===== src/rtl/pakin_if.sv =====
`default_nettype none
// ============================================================================
// Module   : pakin_pkt_if / pakin_msg_if
// Brief    : 4-phase packet channel and 4-phase message channel for pakin.
// Revision : 1.0
// ============================================================================

interface pakin_pkt_if #(
    parameter int PSZ = 4
);
    logic [PSZ-1:0] pakio;
    logic           req;
    logic           ack;

    modport master (output pakio, output req, input  ack);
    modport slave  (input  pakio, input  req, output ack);
endinterface

interface pakin_msg_if #(
    parameter int ASZ = 6,
    parameter int DSZ = 4,
    parameter int RSZ = 2
);
    logic [ASZ-1:0] addr;
    logic [DSZ-1:0] data;
    logic [RSZ-1:0] red;
    logic           req;
    logic           ack;

    modport master (output addr, output data, output red, output req, input  ack);
    modport slave  (input  addr, input  data, input  red, input  req, output ack);
endinterface

`default_nettype wire


===== src/rtl/pakin.sv =====
`default_nettype none
// ============================================================================
// Module   : pakin
// Brief    : Reassembles PSZ-bit packets into {addr,data,red} messages, queues
//            them in a FIFO; PAKIN_RED_CHK_EN enables the redundancy check.
// Revision : 1.0
// ============================================================================

module pakin #(
    parameter int PSZ    = 4,
    parameter int ASZ    = 6,
    parameter int DSZ    = 4,
    parameter int RSZ    = 2,
    parameter int FSZ    = 3,
    parameter int FDEPTH = 4
) (
    input  wire          i_clk,
    input  wire          reset,
    output logic         ready,
    pakin_pkt_if.slave   rcv0,
    pakin_msg_if.master  snd0,
    output logic         err
);

    localparam int MSZ   = ASZ + DSZ + RSZ;
    localparam int FW    = FSZ * PSZ;
    localparam int PKW   = (FSZ > 1) ? $clog2(FSZ) : 1;
    localparam int SLOTS = (FSZ > 1) ? FSZ - 1 : 1;
    localparam int AW    = $clog2(FDEPTH);
    localparam int CW    = AW + 1;
    localparam logic [PKW-1:0] PK_LAST = PKW'(FSZ - 1);

    logic                       ready_q, ready_d;
    logic                       ack_q, ack_d;
    logic [PKW-1:0]             pk_q, pk_d;
    logic [SLOTS-1:0][PSZ-1:0]  slot_q, slot_d;
    logic [AW-1:0]              wr_ptr_q, wr_ptr_d;
    logic [AW-1:0]              rd_ptr_q, rd_ptr_d;
    logic [CW-1:0]              cnt_q, cnt_d;
    logic                       req_q, req_d;
    logic [MSZ-1:0]             out_q, out_d;
    logic                       err_q, err_d;
    logic [MSZ-1:0]             mem_q [FDEPTH];

    logic           full, empty, is_last, accept, red_ok, push, load, pop;
    logic [FW-1:0]  asm_full;
    logic [MSZ-1:0] asm_msg;

`ifdef PAKIN_RED_CHK_EN
    localparam int NSL = (ASZ + DSZ + RSZ - 1) / RSZ;
    logic [NSL*RSZ-1:0] ad_ext;
    logic [RSZ-1:0]     exp_red;
`endif

    always_comb begin
        full    = (cnt_q == CW'(FDEPTH));
        empty   = (cnt_q == '0);
        is_last = (pk_q == PK_LAST);
        accept  = ready_q && rcv0.req && !ack_q && (!is_last || !full);

        // Packet 0 is the MSB end; the live packet completes the LSB end.
        asm_full = '0;
        for (int k = 0; k < FSZ - 1; k++) begin
            asm_full[FW-1-k*PSZ -: PSZ] = slot_q[k];
        end
        asm_full[PSZ-1:0] = rcv0.pakio;
        asm_msg = asm_full[FW-1 -: MSZ];

`ifdef PAKIN_RED_CHK_EN
        ad_ext  = (NSL*RSZ)'(asm_msg[MSZ-1:RSZ]);
        exp_red = '0;
        for (int i = 0; i < NSL; i++) begin
            exp_red = exp_red ^ ad_ext[i*RSZ +: RSZ];
        end
        red_ok = (exp_red == asm_msg[RSZ-1:0]);
        err_d  = accept && is_last && !red_ok;
`else
        red_ok = 1'b1;
        err_d  = 1'b0;
`endif

        push = accept && is_last && red_ok;
        load = ready_q && !req_q && !snd0.ack && !empty;
        pop  = ready_q && req_q && snd0.ack;

        ready_d = 1'b1;

        ack_d = ack_q;
        if (accept) begin
            ack_d = 1'b1;
        end else if (ready_q && ack_q && !rcv0.req) begin
            ack_d = 1'b0;
        end

        pk_d = pk_q;
        if (accept) begin
            pk_d = is_last ? '0 : pk_q + PKW'(1);
        end

        slot_d = slot_q;
        for (int k = 0; k < FSZ - 1; k++) begin
            if (accept && (pk_q == PKW'(k))) begin
                slot_d[k] = rcv0.pakio;
            end
        end

        wr_ptr_d = push ? wr_ptr_q + AW'(1) : wr_ptr_q;
        rd_ptr_d = pop  ? rd_ptr_q + AW'(1) : rd_ptr_q;

        cnt_d = cnt_q;
        if (push && !pop) begin
            cnt_d = cnt_q + CW'(1);
        end else if (pop && !push) begin
            cnt_d = cnt_q - CW'(1);
        end

        req_d = req_q;
        out_d = out_q;
        if (load) begin
            req_d = 1'b1;
            out_d = mem_q[rd_ptr_q];
        end else if (pop) begin
            req_d = 1'b0;
        end
    end

    always_ff @(posedge i_clk) begin
        if (!reset) begin
            ready_q  <= 1'b0;
            ack_q    <= 1'b0;
            pk_q     <= '0;
            slot_q   <= '0;
            wr_ptr_q <= '0;
            rd_ptr_q <= '0;
            cnt_q    <= '0;
            req_q    <= 1'b0;
            out_q    <= '0;
            err_q    <= 1'b0;
        end else begin
            ready_q  <= ready_d;
            ack_q    <= ack_d;
            pk_q     <= pk_d;
            slot_q   <= slot_d;
            wr_ptr_q <= wr_ptr_d;
            rd_ptr_q <= rd_ptr_d;
            cnt_q    <= cnt_d;
            req_q    <= req_d;
            out_q    <= out_d;
            err_q    <= err_d;
        end
    end

    // Storage needs no reset: the count alone defines which entries are valid.
    always_ff @(posedge i_clk) begin
        if (push) begin
            mem_q[wr_ptr_q] <= asm_msg;
        end
    end

    assign ready     = ready_q;
    assign err       = err_q;
    assign rcv0.ack  = ack_q;
    assign snd0.req  = req_q;
    assign snd0.addr = out_q[MSZ-1 -: ASZ];
    assign snd0.data = out_q[RSZ+DSZ-1 -: DSZ];
    assign snd0.red  = out_q[RSZ-1:0];

endmodule

`default_nettype wire


===== src/flat_wrapper.sv =====
// flat-port wrapper written by rule: the top's interface ports become plain ports
module pakin_flat 
#(
    parameter int PSZ    = 4,
    parameter int ASZ    = 6,
    parameter int DSZ    = 4,
    parameter int RSZ    = 2,
    parameter int FSZ    = 3,
    parameter int FDEPTH = 4
)
  (i_clk, reset, ready, err, rcv0_pakio, rcv0_req, rcv0_ack, snd0_addr, snd0_data, snd0_red, snd0_req, snd0_ack);
  pakin_pkt_if #(.PSZ(PSZ)) rcv0_i ();
  pakin_msg_if #(.ASZ(ASZ), .DSZ(DSZ), .RSZ(RSZ)) snd0_i ();
  input  wire i_clk;
  input  wire reset;
  output logic ready;
  output logic err;
  input wire logic [$bits(rcv0_i.pakio)-1:0] rcv0_pakio;
  input wire logic [$bits(rcv0_i.req)-1:0] rcv0_req;
  output wire logic [$bits(rcv0_i.ack)-1:0] rcv0_ack;
  output wire logic [$bits(snd0_i.addr)-1:0] snd0_addr;
  output wire logic [$bits(snd0_i.data)-1:0] snd0_data;
  output wire logic [$bits(snd0_i.red)-1:0] snd0_red;
  output wire logic [$bits(snd0_i.req)-1:0] snd0_req;
  input wire logic [$bits(snd0_i.ack)-1:0] snd0_ack;
  assign rcv0_i.pakio = rcv0_pakio;
  assign rcv0_i.req = rcv0_req;
  assign rcv0_ack = rcv0_i.ack;
  assign snd0_addr = snd0_i.addr;
  assign snd0_data = snd0_i.data;
  assign snd0_red = snd0_i.red;
  assign snd0_req = snd0_i.req;
  assign snd0_i.ack = snd0_ack;
  pakin #(.PSZ(PSZ), .ASZ(ASZ), .DSZ(DSZ), .RSZ(RSZ), .FSZ(FSZ), .FDEPTH(FDEPTH)) u_core (.i_clk(i_clk), .reset(reset), .ready(ready), .rcv0(rcv0_i), .snd0(snd0_i), .err(err));
endmodule

===== config.mk =====
export PLATFORM = sky130hd
export DESIGN_NAME = pakin_flat
export DESIGN_NICKNAME = d
export VERILOG_FILES = /design/src/rtl/pakin_if.sv /design/src/rtl/pakin.sv /design/src/flat_wrapper.sv
export SDC_FILE = /design/constraint.sdc
export NUM_CORES = 1
export LEC_CHECK = 0
export BUFFER_PORTS_ARGS = -buffer_cell sky130_fd_sc_hd__buf_2
export CAP_MARGIN = 10
export CORE_MARGIN = 1.5
export CORE_UTILIZATION = 40
export CTS_CLUSTER_DIAMETER = 50
export DETAILED_ROUTE_END_ITERATION = 10
export SLEW_MARGIN = 20
export SYNTH_ARGS = -nofsm -noshare
export SYNTH_HDL_FRONTEND = slang
export SYNTH_SLANG_ARGS = --single-unit
export TNS_END_PERCENT = 30

===== constraint.sdc =====
create_clock -name i_clk -period 3.02 [get_ports i_clk]
set_input_delay 0.906 -clock i_clk [delete_from_list [all_inputs] [get_ports i_clk]]
set_output_delay 0.906 -clock i_clk [all_outputs]
set_load 0.02 [all_outputs]

* Yosys cells after proc, flatten, opt, wreduce, memory -nomap -nowiden *
Memory sizes are Yosys's and may differ from the RTL's. A register that Yosys moved wholly into a read port is not among the register bits.
Cells that the tools add are included.

operators by class
  mux-type cells = 10
  equal/unequal tests = 3
  reduce and logical (&&, ||, !) cells = 31
  add/sub/neg operators = 5

operators by type and width
  operator                                             number
  logical AND 1 bit                                    15
  zero test 1 bit                                      10
  two-way mux 1 bit                                    7
  adder 2 x 1 -> 2 bit, second input constant          3
  two-way mux 3 bit                                    2
  nonzero test 2 bit                                   3
  adder 3 x 1 -> 3 bit, second input constant          1
  equality test 3 bit, second input constant           1
  zero test 3 bit                                      1
  subtractor 3 x 1 -> 3 bit, second input constant     1
  equality test 2 x 1 -> 1 bit, second input constant  1
  equality test 2 bit, second input constant           1
  zero test 2 bit                                      1
  two-way mux 2 bit                                    1
  logical OR 1 bit                                     1

word-level totals
  memories = 1
  logic and storage cells = 59
  output and inout port bits = 16
  input port bits = 8
  bits in registers = 20
  memory bits (writable) = 48

memory list
  name          depth  width  rd ports  clocked after Yosys merged registers in  wr ports  line         text
  u_core.mem_q  4      12     1         1                                        1         pakin.sv:43  logic [MSZ-1:0] mem_q [FDEPTH];

* Depth between registers and ports, before layout *
  word-level depth = 9
  mapped depth = 8
  gate-level depth less buffers = 8

* Worst setup path after synthesis *
Ideal clock, no wire load.

  path type = input -> register
  from = input port rcv0_req
  to = register u_core.cnt_q[2]
  stages = 8
  path slack = 240 ps
  path buffers = 0
  arrival time = 2710 ps
  required time = 2950 ps
  setup time = 70 ps
  cells stage by stage = nand3b_4 a2111oi_4 ha_1 inv_1 fa_1 xor2_1 or3_1 a21oi_1

between the ends
  word-level cells in the longest chain between the ends = 7
  elaborated cells between the ends (all ways) = 9
  classes of those cells = mux (1); reduce/logical (8)

ends and longest elaborated chain
  what                               line                text
  from (decl)                        flat_wrapper.sv:19  input wire logic [$bits(rcv0_i.req)-1:0] rcv0_req;
  logical AND 1 bit * (3 in series)  pakin.sv:59         accept = ready_q && rcv0.req && !ack_q && (!is_last || !full);
  logical AND 1 bit *                pakin.sv:82         push = accept && is_last && red_ok;
  named net u_core.push              pakin.sv:45         logic full, empty, is_last, accept, red_ok, push, load, pop;
  zero test 1 bit                    pakin.sv:113        end else if (pop && !push) begin
  logical AND 1 bit                  pakin.sv:113
  nonzero test 2 bit (no line)       --
  to (signal assigned)               pakin.sv:146        cnt_q <= cnt_d;
  to (decl)                          pakin.sv:39         logic [CW-1:0] cnt_q, cnt_d;

The timed path passes the listed nets; every way through them passes the cells marked *.
A chain may end at the register's enable or synchronous reset.

* Worst setup path in the final report *
Same ends and word-level chain as after synthesis.

==> qor.txt <==
Run status = completed
Crit. End Element = flop
Setup TNS after final layout = 0 ps
Max H-tree Level = 3
Overall overflow remaining after global route = 0
Starting density of the core = 40.9%
Worst path arrival time = 2820 ps
Via count of the first global-routing pass = 1,750
Die area = 8360 um^2
Number of hold buffers added after CTS = 0
List of cells traversed by the critical path = buf_2 -> nand3b_4 -> a2111oi_4 -> ha_1 -> inv_1 -> fa_1 -> xor2_1 -> or3_1 -> a21oi_1
Stage delay of the slowest cell on the critical path = 380 ps
Number of stages on the worst hold path = 2
Sequential share of the synthesized area = 66.6%
Remaining DRCs = 0
Fillcell total = 670
Clock latency of the later-clocked register in the worst-skew pair = 350 ps
Post-route cell area = 3580 um^2
Final hold violations = 0
Share of flip-flops with an asynchronous set or reset after synthesis = 0%
Pin count of the biggest net entering global routing = 21
Number of iterations in the first detailed-routing pass = 4
Routability-driven placement congestion ratio = 0.753
Count of pins on the block boundary = 24
Worst Reg2Reg Path Length in Cells = 8
Fraction of final layout cells sized beyond drive strength 1 = 26.1%
Number of warnings printed during yosys synthesis = 0
Data required time at the worst endpoint = 3300 ps
Fraction of the cycle the final worst path needs = 84.3%
Path category of the worst min-delay check = flop to flop
Maximum capacitance violations = 0
Diodes inserted = 0
Row count = 32
Netlist cell types = 36
Critical path startpoint category = primary input
Number of standard cells after synthesis = 208
Crit Path Category = primary input to flop
Routed vias/inst = 5.03
Antenna Violating Nets Remaining = 0
Count of flip-flops with a built-in enable after synthesis = 48
Peak VDD IR = 338 uV
Headroom to the max-slew limit = 40.5%
Flop-to-flop setup slack = 670 ps
Yosys reg bits = 80
Number of buffers inserted during clock tree synthesis = 9
Wire length per cell after detailed routing = 16.3 um
Number of nets at the end of the flow = 254
Synthesis-to-finish area growth = 14.6%
Number of sinks driven by the clock tree = 80
Detailed Route WL = 5.65 mm
Die X = 91.4 um
DR iter-0 viols = 126
Buffers inserted by post-CTS timing repair = 0
Y dimension of the die = 91.4 um
Worst Setup Slack, final = 475 ps
Max Root-Sink Buffers = 2
CTS Root Cell = clkbuf_8
IO Port Bufs = 22
Average size of a mapped cell = 15.0 um^2
CTS tree = done
Most used flip-flop cell after synthesis = edfxtp_1
Clock skew = 11.5 ps
Global-route wire length before repair = 9.09 mm
Dpl ws = 129 ps
Std-Cell Core Area = 7650 um^2
Highest-delay cell along the critical path = fa_1
HPWL Detailed = 3.56 mm
Antenna violations before repair = 0
Routed vias = 1,747
Leak pwr = 1.20 nW
Max-slew violation count = 0
Power Density = 556 nW/um^2
Cell area after placement = 3390 um^2
Min cycle time layout = 2540 ps
Global-route usage over all layers = 14.8%
Unrepaired setup endpoints after global routing = false
Final setup vio count = 0
Number of gates given a new drive strength after cts = 0
Slew at the pin closest to its max-slew limit = 892 ps
Syn nets = 222
Maximum fanout along the worst path = 8
Cell area after technology mapping = 3130 um^2
Highest clock frequency the design can meet = 0.393 GHz
Clock-pin slew on the worst setup and hold paths = 90 ps
cell families (layout without fill, tap and decap cells):
kind of cell,count (synthesis),count (layout),synth area share [%]
compound gates,36,36,8.40
xor+xnor,4,4,1.12
fa+ha+maj,6,6,2.64
buf+inv,17,54,2.44
flops,80,80,66.6
mux,16,16,9.92
other cells,1,1,0.120
simple gates,48,48,8.80
cells in the final DEF, fill, tap and decap left out, types with 9 or more instances in the layout:
cell / netlist / routed
edfxtp_1: 48 / 48
dfxtp_1: 32 / 32
buf_2: 4 / 22
nand2_1: 17 / 17
mux4_2: 12 / 12
o2bb2ai_1: 12 / 12
buf_4: 2 / 10
o21ai_0: 9 / 9
a21oi_1: 9 / 9
clkbuf_8: 0 / 9
synthesized netlist by cell type, drive strengths merged, types with 2 or more instances:
library cell / count / area share (%)
edfxtp: 48 / 46
dfxtp: 32 / 20
nand2: 17 / 2.0
mux4: 12 / 8.6
o2bb2ai: 12 / 3.4
a21oi: 9 / 1.4
o21ai: 9 / 1.4
buf: 7 / 1.2
nor2: 7 / 0.84
inv: 6 / 0.72
and2: 5 / 1.0
ha: 5 / 2.0
nand3: 5 / 0.80
nand3b: 5 / 1.6
clkbuf: 4 / 0.48
mux2i: 4 / 1.3
xor2: 4 / 1.1
a31oi: 2 / 0.40
state kept, by name, indices dropped and copies added, names as in the netlist:
signal,count
u_core.out_q,12
u_core.wr_ptr_q,2
u_core.rd_ptr_q,2
u_core.ready,1
u_core.cnt_q,3
u_core.pk_q,2
u_core.rcv0.ack,1
u_core.snd0.req,1
u_core.asm_full,8
u_core.mem_q,48
path summary, 6_finish.rpt:
check,startpoint,endpoint
worst max-delay path,rcv0_req,u_core.cnt_q[2]
worst min-delay path,u_core.out_q[2],u_core.out_q[2]
worst max register to register,u_core.ready,u_core.cnt_q[2]
worst min register to register,u_core.out_q[2],u_core.out_q[2]
critical path, delay by kind of cell:
kind,cells,cell delay (ps)
adder cells (fa/ha/maj),2,620
buffers and inverters,2,190
AO/OA/AOI/OAI,2,500
AND/OR/NAND/NOR,2,440
XOR/XNOR,1,170
metal layers:
layer | share of wire [%] | vias up | wire length, um | global-route usage, %
li1 | - | 850 | - | -
met1 | 46 | 853 | 2600 | 17.9
met2 | 49 | 39 | 2800 | 24.7
met3 | 3.9 | 5 | 222 | 5.95
met4 | 0.71 | 0 | 40 | 3.52
met5 | 0 | - | 0 | 0
area by class of cell:
type                    count  area (um^2)  area share [%]
clock buffers              10          128            3.56
multi-input cells         111          970            27.1
repair buffers             32          185            5.17
clock inverters             6         68.8            1.92
inverters                   6         22.5           0.628
well taps                 102          128            3.56
flip-flops and latches     80         2080            58.1
where the power goes:
part | total (W) | switching, W | internal, W
Sequential | 0.00117 | 0.0000126 | 0.00116
Combinational | 0.0000560 | 0.0000356 | 0.0000204
Clock | 0.000765 | 0.000378 | 0.000386
through the flow:
stage | power, W | hold WS, ps | instances | util (%)
2_1_floorplan | 0.00123 | 454 | 208 | -
3_3_place_gp | 0.00125 | 445 | 331 | 44.3
3_5_place_dp | 0.00125 | 449 | 331 | 44.3
4_1_cts | 0.00202 | 462 | 347 | 46.9
5_1_grt | 0.00207 | 479 | 347 | 46.9
6_report | 0.00199 | 459 | 347 | 46.9
Power figures use the tool's default switching activity.
